**src/rtl/x_multdiv_unit.sv**
```systemverilog
// Iterative signed multiply/divide for the execute stage: one result bit per cycle,
// stalls the front of the pipe while busy and hands a registered result to X/M.
module x_multdiv_unit #(
  parameter int WIDTH = 32,
  parameter int TAG_W = 5
) (
  input  logic             clock,
  input  logic             reset,
  input  logic [WIDTH-1:0] operandA,
  input  logic [WIDTH-1:0] operandB,
  input  logic             ctrl_MULT,
  input  logic             ctrl_DIV,
  input  logic [TAG_W-1:0] rd_in,
  output logic             stall,
  output logic [WIDTH-1:0] data_result,
  output logic             data_exception,
  output logic             data_resultRDY,
  output logic [TAG_W-1:0] rd_out
);

  localparam int CNT_W = $clog2(WIDTH);
  localparam logic [1:0] S_IDLE = 2'd0;
  localparam logic [1:0] S_MULT = 2'd1;
  localparam logic [1:0] S_DIV  = 2'd2;
  localparam logic [1:0] S_DONE = 2'd3;
  localparam logic [CNT_W-1:0] CNT_LAST = CNT_W'(WIDTH - 1);
  localparam logic [CNT_W-1:0] CNT_ONE  = CNT_W'(1);
  localparam logic [WIDTH-1:0] MIN_INT  = {1'b1, {(WIDTH-1){1'b0}}};

  logic [1:0]         state_q, state_d;
  logic [CNT_W-1:0]   count_q, count_d;
  logic [2*WIDTH-1:0] mcand_q, prod_q;
  logic [WIDTH-1:0]   mplier_q, rem_q, quo_q, dvs_q;
  logic               neg_q, dz_q, dovf_q;
  logic [TAG_W-1:0]   tag_q, rd_q;
  logic [WIDTH-1:0]   result_q;
  logic               exc_q, rdy_q;

  logic               start_s, busy_s, last_s;
  logic [2*WIDTH-1:0] mul_sum_s, mul_res_s;
  logic               mul_exc_s, div_ge_s;
  logic [WIDTH:0]     rem_sh_s;
  logic [WIDTH-1:0]   rem_sub_s, quo_nx_s, quo_sgn_s, fin_res_s;
  logic               fin_exc_s;

  function automatic logic [WIDTH-1:0] mag(input logic [WIDTH-1:0] v);
    return v[WIDTH-1] ? -v : v;
  endfunction

  assign start_s = ((state_q == S_IDLE) || (state_q == S_DONE)) && (ctrl_MULT || ctrl_DIV);
  assign busy_s  = (state_q == S_MULT) || (state_q == S_DIV);
  assign last_s  = busy_s && (count_q == CNT_LAST);
  assign stall   = start_s || busy_s;

  // One shift-add step and one restoring-divide step, plus the sign fix-up of each.
  assign mul_sum_s = prod_q + (mplier_q[0] ? mcand_q : {(2*WIDTH){1'b0}});
  assign mul_res_s = neg_q ? -mul_sum_s : mul_sum_s;
  assign mul_exc_s = !((&mul_res_s[2*WIDTH-1:WIDTH-1]) || !(|mul_res_s[2*WIDTH-1:WIDTH-1]));
  assign rem_sh_s  = {rem_q, quo_q[WIDTH-1]};
  assign div_ge_s  = rem_sh_s >= {1'b0, dvs_q};
  assign rem_sub_s = rem_sh_s[WIDTH-1:0] - dvs_q;
  assign quo_nx_s  = {quo_q[WIDTH-2:0], div_ge_s};
  assign quo_sgn_s = neg_q ? -quo_nx_s : quo_nx_s;

  // Final result value for the op completing this cycle.
  always_comb begin
    fin_res_s = result_q;
    fin_exc_s = exc_q;
    case (state_q)
      S_MULT: begin
        fin_res_s = mul_res_s[WIDTH-1:0];
        fin_exc_s = mul_exc_s;
      end
      S_DIV: begin
        if (dz_q) begin
          fin_res_s = {WIDTH{1'b0}};
          fin_exc_s = 1'b1;
        end else begin
          fin_res_s = quo_sgn_s;
          fin_exc_s = dovf_q;
        end
      end
      default: begin
        fin_res_s = result_q;
        fin_exc_s = exc_q;
      end
    endcase
  end

  // Next-state logic; multiply wins when both requests are raised.
  always_comb begin
    state_d = state_q;
    count_d = count_q;
    case (state_q)
      S_IDLE, S_DONE: begin
        count_d = {CNT_W{1'b0}};
        if (ctrl_MULT)     state_d = S_MULT;
        else if (ctrl_DIV) state_d = S_DIV;
        else               state_d = S_IDLE;
      end
      S_MULT, S_DIV: begin
        count_d = count_q + CNT_ONE;
        if (count_q == CNT_LAST) state_d = S_DONE;
        else                     state_d = state_q;
      end
      default: begin
        state_d = S_IDLE;
        count_d = {CNT_W{1'b0}};
      end
    endcase
  end

  // Control state and registered outputs.
  always_ff @(posedge clock) begin
    if (reset) begin
      state_q  <= S_IDLE;
      count_q  <= {CNT_W{1'b0}};
      rdy_q    <= 1'b0;
      result_q <= {WIDTH{1'b0}};
      exc_q    <= 1'b0;
      rd_q     <= {TAG_W{1'b0}};
      tag_q    <= {TAG_W{1'b0}};
    end else begin
      state_q <= state_d;
      count_q <= count_d;
      rdy_q   <= last_s;
      if (last_s) begin
        result_q <= fin_res_s;
        exc_q    <= fin_exc_s;
        rd_q     <= tag_q;
      end
      if (start_s) tag_q <= rd_in;
    end
  end

  // Operand capture and iteration datapath, working on magnitudes.
  always_ff @(posedge clock) begin
    if (reset) begin
      mcand_q  <= {(2*WIDTH){1'b0}};
      prod_q   <= {(2*WIDTH){1'b0}};
      mplier_q <= {WIDTH{1'b0}};
      rem_q    <= {WIDTH{1'b0}};
      quo_q    <= {WIDTH{1'b0}};
      dvs_q    <= {WIDTH{1'b0}};
      neg_q    <= 1'b0;
      dz_q     <= 1'b0;
      dovf_q   <= 1'b0;
    end else if (start_s) begin
      neg_q <= operandA[WIDTH-1] ^ operandB[WIDTH-1];
      if (ctrl_MULT) begin
        mcand_q  <= {{WIDTH{1'b0}}, mag(operandA)};
        mplier_q <= mag(operandB);
        prod_q   <= {(2*WIDTH){1'b0}};
        dz_q     <= 1'b0;
        dovf_q   <= 1'b0;
      end else begin
        quo_q  <= mag(operandA);
        rem_q  <= {WIDTH{1'b0}};
        dvs_q  <= mag(operandB);
        dz_q   <= (operandB == {WIDTH{1'b0}});
        dovf_q <= (operandA == MIN_INT) && (operandB == {WIDTH{1'b1}});
      end
    end else if (state_q == S_MULT) begin
      prod_q   <= mul_sum_s;
      mcand_q  <= mcand_q << 1'b1;
      mplier_q <= mplier_q >> 1'b1;
    end else if (state_q == S_DIV) begin
      rem_q <= div_ge_s ? rem_sub_s : rem_sh_s[WIDTH-1:0];
      quo_q <= quo_nx_s;
    end
  end

  assign data_result    = result_q;
  assign data_exception = exc_q;
  assign data_resultRDY = rdy_q;
  assign rd_out         = rd_q;

endmodule

```
**config.mk**
```make
export PLATFORM = sky130hd
export DESIGN_NAME = x_multdiv_unit
export DESIGN_NICKNAME = d
export VERILOG_FILES = /design/src/rtl/x_multdiv_unit.sv
export SDC_FILE = /design/constraint.sdc
export NUM_CORES = 1
export LEC_CHECK = 0
export BUFFER_PORTS_ARGS = -buffer_cell sky130_fd_sc_hd__buf_2
export CORE_ASPECT_RATIO = 0.75
export CORE_MARGIN = 2
export CORE_UTILIZATION = 55
export CTS_CLUSTER_DIAMETER = 60
export DETAILED_ROUTE_END_ITERATION = 16
export PLACE_DENSITY = 0.73
export SYNTH_ARGS = -nofsm -noshare
export SYNTH_HDL_FRONTEND = slang
export SYNTH_SLANG_ARGS = --single-unit
```
**constraint.sdc**
```tcl
create_clock -name clock -period 8.19 [get_ports clock]
set_input_delay 1.2285 -clock clock [delete_from_list [all_inputs] [get_ports clock]]
set_output_delay 1.2285 -clock clock [all_outputs]
set_load 0.05 [all_outputs]
```
==> Implementation_results.wiki <==
{| class="wikitable"
! Metric !! Value
|-
| Worst-path clk slew || 0.06 ns
|-
| Worst Skew || around 0.03 ns
|-
| GR Util met1 || 0.488
|-
| Share of the cycle needed by the critical path after routing || 0.885
|-
| Grt met2 use || 0.528
|-
| Final-report hold violation count || 0
|-
| Violation count after the first detailed-routing iteration || roughly 2600
|-
| Hold Startpoint || mplier_q[2]
|-
| Number of max-cap violations || 0
|-
| Fmax || 0.138 GHz
|-
| Synthesized Nets || around 3200
|-
| Slew of the pin with the lowest slew margin || 1.27 ns
|-
| Core region area || approximately 40000 um^2
|-
| Critical-path cell with the highest stage delay || sky130_fd_sc_hd__dfxtp_2
|-
| Post-CTS Setup Inserts || 0
|-
| Vias per cell || 6.50
|-
| Clock root buffer || sky130_fd_sc_hd__clkbuf_16
|-
| Number of enable-type register cells in the synthesized netlist || 0
|-
| Grt total ovfl || 0
|-
| Final min period || 7.25 ns
|-
| Ys async rst share || 0
|-
| Hold crit path type || flop to flop
|-
| Fraction of final layout cells sized beyond drive strength 1 || 0.0834
|-
| Slew HR || 0.156
|-
| Area taken by multi-input logic gates || 15100 um^2
|-
| Sequential cell area || 6210 um^2
|-
| Netlist area before placement || around 22000 um^2
|-
| Post-Syn Area per Cell || between 7 and 8 um^2
|-
| Remaining antenna violation count || 0
|-
| Fill cell count || approximately 3600
|-
| Origin of the worst setup path || mplier_q[0]
|-
| Worst Path Required || around 8.6 ns
|-
| Placement Cell Area || 23000 um^2
|-
| List of cells traversed by the critical path || buf_4 -> and2_1 -> ha_1 -> nand4_1 -> nor4_1 -> nand2_1 -> a211oi_1 -> nor2_1 -> xor2_1 -> o21ai_1 -> or4b_1 -> or4_1 -> nor3b_1 -> mux2_2 -> nor4b_1 -> nand4_1 -> nor4_1 -> a41o_1 -> o211ai_1
|-
| Number of synthesized register bits || 310
|-
| Inserted Clock Buffers || 36
|-
| Worst IR drop on VDD || between 0.1 and 0.15 mV
|-
| Overall Power || around 4.7 mW
|-
| Final setup vio count || 0
|-
| Drt first pass iters || 6
|-
| Clock insertion delay at the later pin of the skew report || 0.56 ns
|-
| Y dimension of the die || 179 um
|-
| Total routed wirelength || approximately 73000 um
|-
| Die area || 42300 um^2
|-
| Global routing usage on met3 || 0.0446
|-
| First-pass GRT wire length || 116000 um
|-
| Slowest stage delay, CP || ~0.97 ns
|-
| Max FO, Critical Path || 45
|-
| RSZ-0062 raised after global routing || no
|-
| DR WL/cell || approximately 20 um
|-
| Number of distinct library cells after synthesis || slightly above 90
|-
| Number of top-level pins || 113
|-
| Synth-to-layout area growth || 8.69%
|-
| Kind of critical path || flop to flop
|-
| Status || finished clean
|-
| Synth Warn # || 0
|-
| Sum of buffers and inverters on the critical path || 1
|-
| Leakage || 9.59 nW
|-
| Port buffer count || 112
|-
| Std-Cell Rows || 63
|-
| Family of cells with the greatest summed delay on the critical path || simple AND/OR/NAND/NOR gates
|-
| Initial cell density of the core || 0.562
|-
| Final core area utilization || 0.610
|-
| Nets || 3195
|-
| Worst setup EP type || flop
|-
| Detailed Place HPWL || 52500 um
|-
| Power density relative to cell area || 194 nW/um^2
|-
| Clk sinks || 310
|-
| Critical Path Start Type || flop
|-
| Clock tree from TritonCTS || built
|-
| Syn Inst Count || 3059
|-
| Count of hold buffers inserted by post-cts repair || 0
|-
| Horizontal extent of the die || 237 um
|-
| Resize count post-CTS || 0
|-
| Busiest layer in global routing || met2
|-
| Setup TNS || 0 ns
|-
| Minimum hold slack || 0.449 ns
|-
| Register area share after synthesis || 0.278
|-
| Number of global-route vias before repair || between 20000 and 25000
|-
| Post-route DRC violation count || 0
|-
| Slew Viols, Final || 0
|-
| Largest buffer count on any clock path || 3
|-
| Pin count of the biggest net entering global routing || between 100 and 150
|-
| Critical register-to-register path startpoint || mplier_q[0]
|-
| Critical Path AT || 7.65 ns
|-
| Antenna violations before repair || 2
|-
| Global routing usage summed across all routing layers || 0.340
|-
| Primary flip-flop cell chosen by synthesis mapping || sky130_fd_sc_hd__dfxtp_1
|-
| H-tree Lvls || 2
|-
| Via Count || 23200
|-
| Final non-filler cell area || 24300 um^2
|-
| Gpl congestion || approximately 0.97
|}
## area by class of cell
class / instances / area share
inverter: 75 / 0.0116
tap: 520 / 0.0268
antenna: 1 / 0.000103
clock inverter: 19 / 0.0124
multi-input combinational: 2459 / 0.621
sequential: 310 / 0.255
clock buffer: 47 / 0.0421
timing repair buffer: 134 / 0.0303
## stage by stage
| stage | std cells | setup WS [ns] |
|---|---|---|
| finish | 3565 | 0.942 |
| global route | 3565 | 0.650 |
| CTS | 3564 | 1.21 |
| detailed placement | 3498 | 1.30 |
| global placement | 3498 | 1.53 |
| floorplan | 3059 | 2.74 |
## state kept, by name, indices dropped and copies added, names as in the netlist
name,flops
dvs_q,32
quo_q,32
data_result,32
mcand_q,64
mplier_q,32
data_exception,1
dz_q,1
data_resultRDY,1
neg_q,1
rem_q,32
dovf_q,1
tag_q,5
prod_q,64
state_q,2
count_q,5
rd_out,5
## per-layer routing
layer  part of all wire  wire length, um  up-vias
met5            0.00018               13        -
met2               0.43            31500     1052
li1                   -                -    11000
met3              0.083             6110      153
met4              0.030             2220        2
met1               0.46            33500    11000
## power by group
part | switching, mW | leakage (nW) | internal, mW
Sequential | 0.0950 | 2.52 | 1.60
Clock | 0.716 | 0.644 | 1.06
Combinational | 0.831 | 6.43 | 0.412
Total | 1.64 | 9.59 | 3.06
## synthesized netlist by cell type, types with 9 or more instances
cell                        count  area share
sky130_fd_sc_hd__o21a_1        17      0.0057
sky130_fd_sc_hd__o21ai_1       14      0.0031
sky130_fd_sc_hd__o21ai_0      171       0.038
sky130_fd_sc_hd__a21oi_1      305       0.068
sky130_fd_sc_hd__o211ai_1      33       0.011
sky130_fd_sc_hd__a2111oi_0      9      0.0035
sky130_fd_sc_hd__o21bai_1      17      0.0057
sky130_fd_sc_hd__buf_2         12      0.0027
sky130_fd_sc_hd__inv_1         73       0.012
sky130_fd_sc_hd__nor4_1        14      0.0039
sky130_fd_sc_hd__or4_1         21      0.0071
sky130_fd_sc_hd__buf_1          9      0.0015
sky130_fd_sc_hd__xnor2_1       99       0.039
sky130_fd_sc_hd__a221oi_1      13      0.0051
sky130_fd_sc_hd__ha_1         104       0.058
sky130_fd_sc_hd__nand4_1       48       0.013
sky130_fd_sc_hd__a21o_1        51       0.017
sky130_fd_sc_hd__nor2_1       340       0.057
sky130_fd_sc_hd__nand2b_1      15      0.0042
sky130_fd_sc_hd__o31ai_1       47       0.016
sky130_fd_sc_hd__xor2_1       105       0.041
sky130_fd_sc_hd__a22oi_1       26      0.0087
sky130_fd_sc_hd__a211oi_1      98       0.033
sky130_fd_sc_hd__dfxtp_1      310        0.28
sky130_fd_sc_hd__nor3_1        59       0.013
sky130_fd_sc_hd__o221ai_1      21      0.0082
sky130_fd_sc_hd__and2_1        75       0.021
sky130_fd_sc_hd__nor3b_1       11      0.0037
sky130_fd_sc_hd__and3_1        18      0.0050
sky130_fd_sc_hd__a31oi_1       35      0.0098
sky130_fd_sc_hd__mux2i_1        9      0.0040
sky130_fd_sc_hd__or2_2         20      0.0056
sky130_fd_sc_hd__nor2b_1       14      0.0039
sky130_fd_sc_hd__or3_1         37       0.010
sky130_fd_sc_hd__nand2_1      341       0.057
sky130_fd_sc_hd__o41ai_1       22      0.0086
sky130_fd_sc_hd__nand3_1      124       0.028
sky130_fd_sc_hd__clkbuf_1     193       0.032
## worst register-to-register path, delay by kind of cell (launching register included)
kind,cells,cell delay [ns]
AOI/OAI and AO/OA,4,1.17
xor gates and xnor gates,1,0.33
adders and majority gates,1,0.35
buffers and inverters,1,0.39
DFF,1,0.97
muxes,1,0.38
and+or+nand+nor,11,3.53
## path summary, 6_finish.rpt
path                         end  slack (ns)  cells past startpoint
setup / recovery  data_exception        0.94                     19
hold reg to reg      mplier_q[2]        0.45                      2
setup reg to reg  data_exception        0.94                     19
hold / removal       mplier_q[2]        0.45                      2
## placed cells by master (no fill, tap or decap), types with 9 or more instances in the layout
cell type	synthesis	final
sky130_fd_sc_hd__or4_1	21	21
sky130_fd_sc_hd__a2111oi_0	9	9
sky130_fd_sc_hd__or3_1	37	37
sky130_fd_sc_hd__a21oi_1	305	305
sky130_fd_sc_hd__o31ai_1	47	47
sky130_fd_sc_hd__nor3b_1	11	11
sky130_fd_sc_hd__nand3_1	124	124
sky130_fd_sc_hd__dfxtp_1	310	308
sky130_fd_sc_hd__o21ai_1	14	14
sky130_fd_sc_hd__nand2_1	341	339
sky130_fd_sc_hd__or2_2	20	20
sky130_fd_sc_hd__and3_1	18	18
sky130_fd_sc_hd__nor3_1	59	59
sky130_fd_sc_hd__o21a_1	17	17
sky130_fd_sc_hd__buf_2	12	111
sky130_fd_sc_hd__clkbuf_16	0	36
sky130_fd_sc_hd__nor2b_1	14	12
sky130_fd_sc_hd__inv_1	73	73
sky130_fd_sc_hd__xnor2_1	99	99
sky130_fd_sc_hd__o221ai_1	21	21
sky130_fd_sc_hd__nor4_1	14	14
sky130_fd_sc_hd__and2_1	75	74
sky130_fd_sc_hd__a211oi_1	98	98
sky130_fd_sc_hd__o21bai_1	17	17
sky130_fd_sc_hd__o211ai_1	33	33
sky130_fd_sc_hd__a221oi_1	13	13
sky130_fd_sc_hd__xor2_1	105	105
sky130_fd_sc_hd__mux2i_1	9	9
sky130_fd_sc_hd__o41ai_1	22	22
sky130_fd_sc_hd__a31oi_1	35	35
sky130_fd_sc_hd__a21o_1	51	50
sky130_fd_sc_hd__nand4_1	48	48
sky130_fd_sc_hd__buf_4	0	22
sky130_fd_sc_hd__ha_1	104	104
sky130_fd_sc_hd__a22oi_1	26	26
sky130_fd_sc_hd__nand2b_1	15	15
sky130_fd_sc_hd__o21ai_0	171	170
sky130_fd_sc_hd__nor2_1	340	338
## logic make-up (layout without fill, tap and decap cells)
family	Yosys count	after routing	synth area share
AO/OA/AOI/OAI	953	953	0.273
XOR/XNOR	204	204	0.0799
adder cells (fa/ha/maj)	106	106	0.0600
buffers and inverters	290	275	0.0497
flip-flops	310	310	0.278
multiplexers	12	12	0.00554
other	0	1	0
AND/OR/NAND/NOR	1184	1184	0.255
(Power assumes the default switching activity.)
